==> src/rtl/key_pkg.sv <==
// Shared constants for the five-key debouncer: key count, default timing and
// the per-key FSM state encoding.
package key_pkg;

  localparam int NUM_KEYS            = 5;
  localparam int DEF_DEBOUNCE_CYCLES = 1000000;
  localparam int DEF_LONG_CYCLES     = 50000000;

  localparam logic [2:0] ST_IDLE       = 3'd0;
  localparam logic [2:0] ST_PRESS_DB   = 3'd1;
  localparam logic [2:0] ST_PRESSED    = 3'd2;
  localparam logic [2:0] ST_LONG       = 3'd3;
  localparam logic [2:0] ST_RELEASE_DB = 3'd4;

  // The debounced level stays asserted while a release is still being qualified.
  function automatic logic state_is_held(input logic [2:0] st);
    return (st == ST_PRESSED) || (st == ST_LONG) || (st == ST_RELEASE_DB);
  endfunction

endpackage

==> src/rtl/key_debounce_cell.sv <==
// One key: 2-flop synchronizer, debounce/long-press FSM and its two counters.
// Press/release/long outputs are registered one-cycle pulses.
module key_debounce_cell
  import key_pkg::*;
#(
  parameter int DEBOUNCE_CYCLES = DEF_DEBOUNCE_CYCLES,
  parameter int LONG_CYCLES     = DEF_LONG_CYCLES
) (
  input  logic       clk_i,
  input  logic       rst_i,
  input  logic       key_n_i,
  output logic [2:0] state_o,
  output logic       press_o,
  output logic       release_o,
  output logic       long_o
);

  localparam int CW = (LONG_CYCLES > 2) ? $clog2(LONG_CYCLES) : 1;
  localparam logic [CW-1:0] DB_LAST   = CW'(DEBOUNCE_CYCLES - 1);
  localparam logic [CW-1:0] LONG_LAST = CW'(LONG_CYCLES - 1);

  logic          sync1_q, sync2_q;
  logic          s;
  logic [2:0]    state_q, state_d;
  logic [CW-1:0] db_cnt_q, db_cnt_d;
  logic [CW-1:0] hold_cnt_q, hold_cnt_d;
  logic          from_long_q, from_long_d;
  logic          press_q, press_d;
  logic          release_q, release_d;
  logic          long_q, long_d;

  assign s = ~sync2_q;

  always_comb begin
    state_d     = state_q;
    db_cnt_d    = db_cnt_q;
    hold_cnt_d  = hold_cnt_q;
    from_long_d = from_long_q;
    press_d     = 1'b0;
    release_d   = 1'b0;
    long_d      = 1'b0;
    case (state_q)
      ST_IDLE: begin
        if (s) begin
          state_d  = ST_PRESS_DB;
          db_cnt_d = '0;
        end
      end
      ST_PRESS_DB: begin
        if (!s) begin
          state_d = ST_IDLE;
        end else if (db_cnt_q == DB_LAST) begin
          state_d     = ST_PRESSED;
          press_d     = 1'b1;
          hold_cnt_d  = '0;
          from_long_d = 1'b0;
        end else begin
          db_cnt_d = db_cnt_q + 1'b1;
        end
      end
      ST_PRESSED: begin
        if (!s) begin
          state_d  = ST_RELEASE_DB;
          db_cnt_d = '0;
        end else if (hold_cnt_q == LONG_LAST) begin
          state_d     = ST_LONG;
          long_d      = 1'b1;
          from_long_d = 1'b1;
        end else begin
          hold_cnt_d = hold_cnt_q + 1'b1;
        end
      end
      ST_LONG: begin
        if (!s) begin
          state_d  = ST_RELEASE_DB;
          db_cnt_d = '0;
        end
      end
      ST_RELEASE_DB: begin
        // A bounce back to pressed resumes where it left off; hold count was frozen.
        if (s) begin
          state_d = from_long_q ? ST_LONG : ST_PRESSED;
        end else if (db_cnt_q == DB_LAST) begin
          state_d   = ST_IDLE;
          release_d = 1'b1;
        end else begin
          db_cnt_d = db_cnt_q + 1'b1;
        end
      end
      default: state_d = ST_IDLE;
    endcase
  end

  always_ff @(posedge clk_i) begin
    if (rst_i) begin
      sync1_q     <= 1'b1;
      sync2_q     <= 1'b1;
      state_q     <= ST_IDLE;
      db_cnt_q    <= '0;
      hold_cnt_q  <= '0;
      from_long_q <= 1'b0;
      press_q     <= 1'b0;
      release_q   <= 1'b0;
      long_q      <= 1'b0;
    end else begin
      sync1_q     <= key_n_i;
      sync2_q     <= sync1_q;
      state_q     <= state_d;
      db_cnt_q    <= db_cnt_d;
      hold_cnt_q  <= hold_cnt_d;
      from_long_q <= from_long_d;
      press_q     <= press_d;
      release_q   <= release_d;
      long_q      <= long_d;
    end
  end

  assign state_o   = state_q;
  assign press_o   = press_q;
  assign release_o = release_q;
  assign long_o    = long_q;

endmodule

==> src/rtl/key_debounce.sv <==
// Five-key debouncer top: one cell per key plus a registered priority encoder
// (key_valid/key_code) and a registered multi-key indicator.
module key_debounce
  import key_pkg::*;
#(
  parameter int DEBOUNCE_CYCLES = DEF_DEBOUNCE_CYCLES,
  parameter int LONG_CYCLES     = DEF_LONG_CYCLES
) (
  input  logic                sys_clk,
  input  logic                sys_rst,
  input  logic [NUM_KEYS-1:0] key,
  output logic [NUM_KEYS-1:0] key_state,
  output logic [NUM_KEYS-1:0] key_press,
  output logic [NUM_KEYS-1:0] key_release,
  output logic [NUM_KEYS-1:0] key_long,
  output logic                key_valid,
  output logic [2:0]          key_code,
  output logic                key_multi
);

  logic [2:0] cell_state [NUM_KEYS];
  logic       key_valid_q, key_valid_d;
  logic [2:0] key_code_q, key_code_d;
  logic       key_multi_q, key_multi_d;
  logic [2:0] held_cnt;

  for (genvar g = 0; g < NUM_KEYS; g++) begin : g_cell
    key_debounce_cell #(
      .DEBOUNCE_CYCLES(DEBOUNCE_CYCLES),
      .LONG_CYCLES    (LONG_CYCLES)
    ) u_cell (
      .clk_i    (sys_clk),
      .rst_i    (sys_rst),
      .key_n_i  (key[g]),
      .state_o  (cell_state[g]),
      .press_o  (key_press[g]),
      .release_o(key_release[g]),
      .long_o   (key_long[g])
    );
    assign key_state[g] = state_is_held(cell_state[g]);
  end

  always_comb begin
    key_code_d  = key_code_q;
    key_valid_d = |key_press;
    held_cnt    = '0;
    // Descending scan so the lowest pressing index wins.
    for (int i = NUM_KEYS - 1; i >= 0; i--) begin
      if (key_press[i]) key_code_d = 3'(i);
    end
    for (int i = 0; i < NUM_KEYS; i++) begin
      held_cnt = held_cnt + 3'(key_state[i]);
    end
    key_multi_d = (held_cnt >= 3'd2);
  end

  always_ff @(posedge sys_clk) begin
    if (sys_rst) begin
      key_valid_q <= 1'b0;
      key_code_q  <= 3'd0;
      key_multi_q <= 1'b0;
    end else begin
      key_valid_q <= key_valid_d;
      key_code_q  <= key_code_d;
      key_multi_q <= key_multi_d;
    end
  end

  assign key_valid = key_valid_q;
  assign key_code  = key_code_q;
  assign key_multi = key_multi_q;

endmodule
==> config.mk <==
export PLATFORM = sky130hd
export DESIGN_NAME = key_debounce
export DESIGN_NICKNAME = d
export VERILOG_FILES = /design/src/rtl/key_pkg.sv /design/src/rtl/key_debounce_cell.sv /design/src/rtl/key_debounce.sv
export SDC_FILE = /design/constraint.sdc
export NUM_CORES = 1
export LEC_CHECK = 0
export ABC_CLOCK_PERIOD_IN_PS = 2800
export CORE_UTILIZATION = 60
export DETAILED_ROUTE_END_ITERATION = 16
export PLACE_DENSITY = 0.79
export SLEW_MARGIN = 20
export SYNTH_ARGS = -nofsm -noshare
export SYNTH_HDL_FRONTEND = slang
export SYNTH_SLANG_ARGS = --single-unit
==> constraint.sdc <==
create_clock -name sys_clk -period 2.8 [get_ports sys_clk]
set_input_delay 0.56 -clock sys_clk [delete_from_list [all_inputs] [get_ports sys_clk]]
set_output_delay 0.56 -clock sys_clk [all_outputs]
set_load 0.02 [all_outputs]
### Word-level counts from Yosys, hierarchy flattened

Index checks and enable logic that the tools add are counted.
Widths: inputs -> output; s select.

| word-level totals | value |
|---|---|
| bits of input ports | 7 |
| output and inout port bits | 25 |
| word-level logic and storage cells | 390 |
| bits in registers | 310 |

| cells by class | value |
|---|---|
| reduce and logical (&&, ||, !) cells | 71 |
| multiplexer cells | 144 |
| equal/unequal tests | 90 |
| add/subtract/negate cells | 14 |
| bitwise logic cells | 20 |
| $lt $le $gt $ge | 1 |

Operator list:

| kind | number |
|---|---|
| $mux 26 | 45 |
| $pmux 26 s4 | 5 |
| $add 26x1->26 const B | 10 |
| $pmux 26 s2 | 5 |
| $eq 26x20->1 const B | 5 |
| $eq 26x26->1 const B | 5 |
| $mux 3 | 40 |
| $reduce_and 5->1 | 20 |
| $pmux 3 s5 | 5 |
| $ne 2x1->1 const B | 25 |
| $reduce_or 3->1 | 16 |
| $ne 2x2->1 const B | 20 |
| $mux 1 | 36 |
| $eq 3x2->1 const B | 10 |
| $ne 3x1->1 const B | 10 |
| $reduce_bool 4->1 | 6 |
| $not 1->1 | 20 |
| $eq 3x1->1 const B | 5 |
| $eq 3x3->1 const B | 5 |
| $logic_not 3->1 | 5 |
| $ne 3x3->1 const B | 5 |
| $reduce_or 2->1 | 6 |
| $logic_or 1x1->1 | 10 |
| $pmux 1 s2 | 5 |
| 8 further kinds | 16 |

### Depth between registers and ports, before layout

| logic depth | value |
|---|---|
| depth after elaboration | 8 |
| gate-level depth with buffers | 10 |
| mapped depth without buffers | 7 |

### Hierarchy

From an unflattened synthesis, not the netlist that was laid out.

| unflattened totals | value |
|---|---|
| cells, all modules | 2161 |
| area total of the unflattened synthesis | 17668.2 um2 |

Modules (own cells, without submodules):

| module | area an instance (um2) | instances | sequential area each (um2) | cells each |
|---|---|---|---|---|
| key_debounce_cell (g_cell[0].u_cell ...) | 3454.6 | 4 | 1221.2 | 424 |
| key_debounce_cell (g_cell[4].u_cell) | 3549.7 | 1 | 1221.2 | 432 |
| key_debounce | 300.3 | 1 | 100.1 | 33 |

### Least setup slack after synthesis

No wires, ideal clock.

| timing | value |
|---|---|
| path kind | register -> register |
| start point | reg g_cell[2].u_cell.db_cnt_q[21] |
| end point | reg g_cell[2].u_cell.hold_cnt_q[24] |
| data required time | 2.668 ns |
| arrival | 2.454 ns |
| cell stages (with the launch flop) | 9 |
| clock period less this slack | 2.586 ns |
| setup time | 0.132 ns |
| path buffers | 2 |
| slack | 0.214 ns |
| path through | dfxtp_1 -> or4b_1 -> or4_1 -> buf_2 -> or4_4 -> o21a_4 -> buf_6 -> o21ai_1 -> a21oi_1 |

| between the ends | value |
|---|---|
| cells in the longest elaborated chain, start to end | 3 |

Ends and longest elaborated chain:

| what | line | RTL |
|---|---|---|
| from (decl) | key_debounce_cell.sv:25 | `logic [CW-1:0] db_cnt_q, db_cnt_d;` |
| from (signal assigned) | key_debounce_cell.sv:109 | `db_cnt_q <= db_cnt_d;` |
| $eq 26x20->1 | key_debounce_cell.sv:52 | `end else if (db_cnt_q == DB_LAST) begin` |
| $ne 2x1->1 (no source line) | - |  |
| $reduce_and 5->1 (no source line) | - |  |
| to (signal assigned) | key_debounce_cell.sv:110 | `hold_cnt_q <= hold_cnt_d;` |
| to (decl) | key_debounce_cell.sv:26 | `logic [CW-1:0] hold_cnt_q, hold_cnt_d;` |

No other way between the ends.
A chain may end at the register's enable or synchronous reset.

### Final worst setup path

| timing | value |
|---|---|
| start point | reg g_cell[1].u_cell.state_q[0] |
| end point | out key_state[1] |

| between the ends | value |
|---|---|
| cells in the longest elaborated chain, start to end | 3 |
| elaborated cells on any way between the ends | 5 |
| those cells by class | eq/ne: 3; reduce/logical: 2 |

Ends and longest elaborated chain:

| what | line | RTL |
|---|---|---|
| from (decl) | key_debounce_cell.sv:24 | `logic [2:0] state_q, state_d;` |
| from (signal assigned) | key_debounce_cell.sv:108 | `state_q <= state_d;` |
| $eq 3x2->1 | key_pkg.sv:17 | `return (st == ST_PRESSED) \|\| (st == ST_LONG) \|\| (st == ST_RELEASE_DB);` |
| $logic_or 1x1->1 | key_pkg.sv:17 |  |
| $logic_or 1x1->1 (*) | key_pkg.sv:17 |  |
| to (decl) | key_debounce.sv:12 | `output logic [NUM_KEYS-1:0] key_state,` |

Mark *: on every way between the ends. The rest lies on a longest branch, timed or not.

==> results.py <==
metrics = {
    "outcome": {
        "outcome": "finished, final reports clean",
    },
    "sta": {
        "post-route-period-util": 0.971,
        "fin_skew_ns": 0.00786,
        "min_period_ns": 2.72,
        "worst_pin_slew_ns": 0.972,
        "fmax_ghz": 0.368,
        "fin_ws_ns": 0.0802,
        "tns_ns": 0,
        "worst_hold_slack_ns": 0.407,
        "relSlewSlack": 0.350,
        "setup_viol": 0,
        "final_max_slew_viol_count": 0,
        "grt_setup_unrepaired": "false",
        "hold_viol": 0,
    },
    "logic_synthesis": {
        "synthDistinctLibCells": 92,
        "syn-instance-count": 2135,
        "synth-seq-cells": 310,
        "synthesis.nets": 2154,
        "async_flop_share": 0,
        "synth-seq-area-share": 0.373,
        "ys.flop_type": "dfxtp_1",
        "synth_area_per_cell_um2": 7.79,
        "synth.cell_area_um2": 16600,
        "yosys_warnings": 0,
        "synth-edff-count": 0,
    },
    "setup_path": {
        "setup.worst_path.start_class": "flop",
        "critPathLaunch": "g_cell[1].u_cell.state_o[0]",
        "endpoint_kind": "output pin",
        "critical-path-top-delay-family": "buffers and inverters",
        "cp.buffers_inverters": 1,
        "crit_type": "reg -> out",
        "critical_path_required_ns": 2.24,
        "rr_startpoint": "g_cell[2].u_cell.db_cnt_q[21]",
        "path_cells": "nand2b_1, o21bai_1, clkdlybuf4s50_1",
        "cp.arrival_ns": 2.16,
        "worst_path_max_delay_cell": "clkdlybuf4s50_1",
        "critPathMaxStageDelay_ns": 0.68,
        "path_max_fanout": 9,
    },
    "final_layout": {
        "fin_cells": 2539,
        "layout_common_cells": "306 x dfxtp_1, 222 x nor2_1, 213 x nand2_1",
        "n_fill_cell": 2188,
        "postLayoutCoreUtil": 0.684,
        "area_growth_syn_to_layout_pct": 11.5,
        "fin_nets": 2165,
        "stdcell_area_um2": 18500,
        "layout_commonest_cell": "dfxtp_1",
        "drive_gt1_frac": 0.0863,
        "antenna_cells": 0,
    },
    "global_route": {
        "grt_usage": 0.283,
        "grtUsageMet2": 0.466,
        "grt_pass1_wl_um": 69000,
        "gr-total-overflow": 0,
        "top_usage_layer": "met2",
        "grt_util_met3": 0.0378,
        "antenna_found_initial": 0,
        "grtUsageMet1": 0.378,
        "grt_pass1_vias": 14776,
        "grt_max_degree": 81,
    },
    "placement": {
        "dp_hpwl_um": 27800,
        "dp_slack_ns": 0.123,
        "numPortBuffers": 31,
        "placed_area_um2": 17400,
        "numPlacedInstances": 2481,
        "gp_congestion": 0.929,
    },
    "drt": {
        "detail-route-antenna-nets": 0,
        "drt_pass1_iterations": 5,
        "drt_iter0_drc": 1400,
        "via_count": 16274,
        "drt-wirelength-per-cell_um": 16.1,
        "viasPerCell": 6.41,
        "routed_wl_um": 40800,
        "drcViolationCount": 0,
    },
    "floorplanning": {
        "fp.dieH_um": 168,
        "io_pins": 32,
        "die-area_um2": 28400,
        "start_util": 0.613,
        "rows": 60,
        "core_area_um2": 27100,
        "die_w_um": 168,
    },
    "clocking": {
        "path_clk_slew_ns": 0.06,
        "hold_buffers": 0,
        "h-tree-depth": 2,
        "cts_buffers": 35,
        "cts_buffer_depth": 3,
        "post_cts_buffers": 0,
        "clk-insertion-delay-late_ns": 0.51,
        "root_buffer": "clkbuf_16",
        "numClockSinks": 310,
        "tritoncts": "done",
    },
    "run": {
        "max_cap_violations": 0,
    },
    "power_and_ir_drop": {
        "vdd_drop_max_mv": 0.402,
        "power.leakage_nw": 6.12,
        "p_per_area_nw_per_um2": 493,
        "report.power.total_mw": 9.14,
    },
    "min_path": {
        "hp-start": "g_cell[0].u_cell.sync1_q",
        "hold_path_class": "reg -> reg",
    },
}
-- final cells by class --
class	instances	area [um^2]	share of cell area
clock inverter	5	52.6	0.00283
clock buffer	53	1070	0.0575
inverter	53	199	0.0107
timing repair buffer	95	828	0.0447
tap	372	465	0.0251
sequential	310	6210	0.335
multi-input combinational	1651	9720	0.524
-- routing by layer --
layer | wire (um) | part of all wire | up-vias
met5 | 0 | 0 | -
met4 | 1200 | 0.029 | 0
met3 | 2520 | 0.062 | 98
met2 | 18900 | 0.46 | 560
met1 | 18200 | 0.45 | 7629
li1 | - | - | 7987
-- where the power goes --
group / internal [mW] / switching (mW)
Combinational: 0.0746 / 0.163
Clock: 2.70 / 1.76
Sequential: 4.42 / 0.0181
Total: 7.20 / 1.94
-- cell usage after synthesis (15+ instances only) --
master | number | share of area
o21a_1 | 16 | 0.0072
inv_1 | 52 | 0.012
xnor2_1 | 37 | 0.019
nor4b_1 | 17 | 0.0090
and3_1 | 51 | 0.019
clkbuf_1 | 87 | 0.020
a311oi_1 | 21 | 0.011
or4_1 | 32 | 0.014
a21oi_1 | 142 | 0.043
nor2_1 | 224 | 0.051
a211oi_1 | 18 | 0.0081
o211ai_1 | 21 | 0.0095
or2_2 | 26 | 0.0098
o21ai_0 | 143 | 0.043
nand4_1 | 62 | 0.023
a31oi_1 | 38 | 0.014
nor3_1 | 81 | 0.024
nor4_1 | 48 | 0.018
buf_4 | 15 | 0.0068
and4_1 | 18 | 0.0095
dfxtp_1 | 310 | 0.37
or3_1 | 48 | 0.018
and2_1 | 29 | 0.011
nand2b_1 | 21 | 0.0079
nand3_1 | 84 | 0.025
o31ai_1 | 37 | 0.017
nand2_1 | 213 | 0.048
-- registers in the layout, summed over array words and instances, names as in the netlist --
register / flops
g_cell.u_cell.release_o: 5
key_valid: 1
g_cell.u_cell.hold_cnt_q: 130
key_multi: 1
key_code: 3
g_cell.u_cell.press_o: 5
g_cell.u_cell.db_cnt_q: 130
g_cell.u_cell.sync1_q: 5
g_cell.u_cell.sync2_q: 5
g_cell.u_cell.state_o: 15
g_cell.u_cell.from_long_q: 5
g_cell.u_cell.long_o: 5
-- worst reg2reg max path: stages (launching register included) --
cell and delay [ns]:
dfxtp_1 0.31, or4b_1 0.53, or4_1 0.61, o21a_1 0.24
o31a_1 0.33, buf_4 0.19, and3_1 0.18, o21ai_0 0.19
-- logic make-up after synthesis --
family | Yosys count | synth area share
mux | 12 | 0.00738
simple gates | 1010 | 0.318
fa+ha+maj | 12 | 0.00948
buf+inv | 174 | 0.0439
flops | 310 | 0.373
compound gates | 572 | 0.224
xor+xnor | 45 | 0.0237
-- worst paths after layout --
path	end	cells past startpoint	slack [ns]
worst max-delay path	key_state[1]	3	0.08
worst min-delay path	g_cell[0].u_cell.sync2_q	1	0.41
worst min register to register	g_cell[0].u_cell.sync2_q	1	0.41
worst max register to register	g_cell[2].u_cell.db_cnt_q[9]	7	0.14
-- timing repair --
action / 4_1_cts / 5_1_grt
gates cloned: 0 / 0
setup endpoints to repair: 1 / 42
resized for setup: 1 / 8
Power figures use the tool's default switching activity.
==> RTL change: new RTL, same settings <==
Register the input `key` before use, with the module's reset. The logic sees it one clock later. Comments in the files are not updated.
--- a/src/rtl/key_debounce.sv
+++ b/src/rtl/key_debounce.sv
@@ -20,2 +20,12 @@
 
+  logic [NUM_KEYS-1:0] key_q;
+
+  always_ff @(posedge sys_clk) begin
+    if (sys_rst) begin
+      key_q <= '0;
+    end else begin
+      key_q <= key;
+    end
+  end
+
   logic [2:0] cell_state [NUM_KEYS];
@@ -33,3 +43,3 @@
       .rst_i    (sys_rst),
-      .key_n_i  (key[g]),
+      .key_n_i  (key_q[g]),
       .state_o  (cell_state[g]),
Behaviour: same outputs for any inputs over 4 cycles, from zero or initial values and one cycle with sys_rst high; that may be too few to reach the edited logic, so the function may still have changed.
==> RTL change against the original RTL <==
  * Cell area rose by 1.3%
  * Worst setup slack improved by 0.021 ns
  * Sequential power up 2%
  * Area after synthesis grew 0.94%
  * Sequential cell count rose by 5
  * Register-to-register slack got worse by 0.02 ns
  * First-iteration DRC count grew 11%
  * Non-clock buffer count up 5
  * Routed wire length grew 3.8%
  * Total power up 5.8%
  * Sequential share of layout area is 0.080 points higher
  * Cell count decreased by 0.16%
  * Critical endpoint is now key_state[3]
  * Highest routed layer unchanged
==> RTL change: results (changes against the original RTL) <==
- R2R depth: 8 (+1)
- Vias in the first global route: 14990 (+1.5%)
- Part of the power in registers: 0.467 (-0.019)
- Gpl congestion: 0.8982 (-3.3%)
- Worst r2r dst: g_cell[4].u_cell.hold_cnt_q[8]
- CP Launch Point: g_cell[3].u_cell.state_o[1]
- Final period utilization: 0.9639 (-0.007436)
- Outcome: finished clean
- Layout cells sized above 1: 0.09570 (+0.009406)
- Sequential-to-total area share from yosys stat: 0.3758 (+0.002486)
- Worst Hold End: g_cell[0].u_cell.db_cnt_q[1]
- Largest stage delay on the critical path: 0.65 ns (-0.03 ns)
- Non-clk bufs: 100 (+5.3%)
- PwrDens: 515.2 nW/um^2 (+4.5%)
- Clock buffer count: 51 (-3.8%)
- Syn Inst Count: 2129 (-0.28%)
- Routed WL: 42320 um (+3.8%)
- Relative slew slack: 0.4226 (+0.07287)
- Hpwl dp: 28720 um (+3.4%)
- Non-clk buf share: 0.04489 (+0.0002130)
- First-pass GRT wire length: 71300 um (+3.4%)
- Clock-cell share: 0.06554 (+0.005203)
- GRT Util Overall: 0.2913 (+0.007849)
- Place WS: 0.1350 ns (+0.01244 ns)
- Final net count: 2157 (-0.37%)
- Synth cell types: 81 (-12%)
- Mux cell area share after synthesis: 0.01119 (+0.003809)
- Static leakage power: 6.047 nW (-1.1%)
- Multi-input combinational area share: 0.5214 (-0.002748)
- Largest net degree at the start of global routing: 91 (+12%)
- Vias: 16500 (+1.4%)
- Clk pwr share: 0.505 (+0.017)
- Sw Share: 0.2147 (+0.002109)
- Seq Cell Count: 315 (+1.6%)
- Ranking of synthesized cells by area: dfxtp_1, a21oi_1, nand2_1, nor2_1, nand3_1
- WHS: 0.3947 ns (-0.01246 ns)
- FF-to-FF setup slack: 0.12 ns (-0.02 ns)
- Worst Clk Skew: 0.01545 ns (+0.007586 ns)
- Met3 WL post-DR: 2087 um (-17%)
- DR vias/cell: 6.509 (+1.5%)
- HP Class: input pin to flop
- Post-cts resize count: 5 (+4)
- Post-synthesis compound-gate area fraction: 0.2218 (-0.002238)
- Hold depth: 2 (+1)
-- RTL change: per-stage QoR --
step                utilization  instance area (um^2)
floorplan                     -                 16780
global placement         0.6448                 17520
detailed placement       0.6448                 17520
CTS                      0.6904                 18760
global route             0.6913                 18790
finish                   0.6913                 18790
-- RTL change: worst max path at each step --
stage                                            to  cells after the start
finish                                 key_state[3]                      3
global route        g_cell[4].u_cell.hold_cnt_q[13]                      8
CTS                                    key_state[0]                      4
detailed placement      g_cell[4].u_cell.state_o[0]                      8
global placement    g_cell[4].u_cell.hold_cnt_q[13]                      8
floorplan           g_cell[4].u_cell.hold_cnt_q[23]                      9
-- RTL change: logic make-up (layout without fill, tap and decap cells) --
logic type	count (synthesis)	after routing
multiplexers	18	18
buffers and inverters	167	201
AND/OR/NAND/NOR	1010	1010
adder cells (fa/ha/maj)	12	12
XOR/XNOR	34	34
flip-flops	315	315
AO/OA/AOI/OAI	573	573
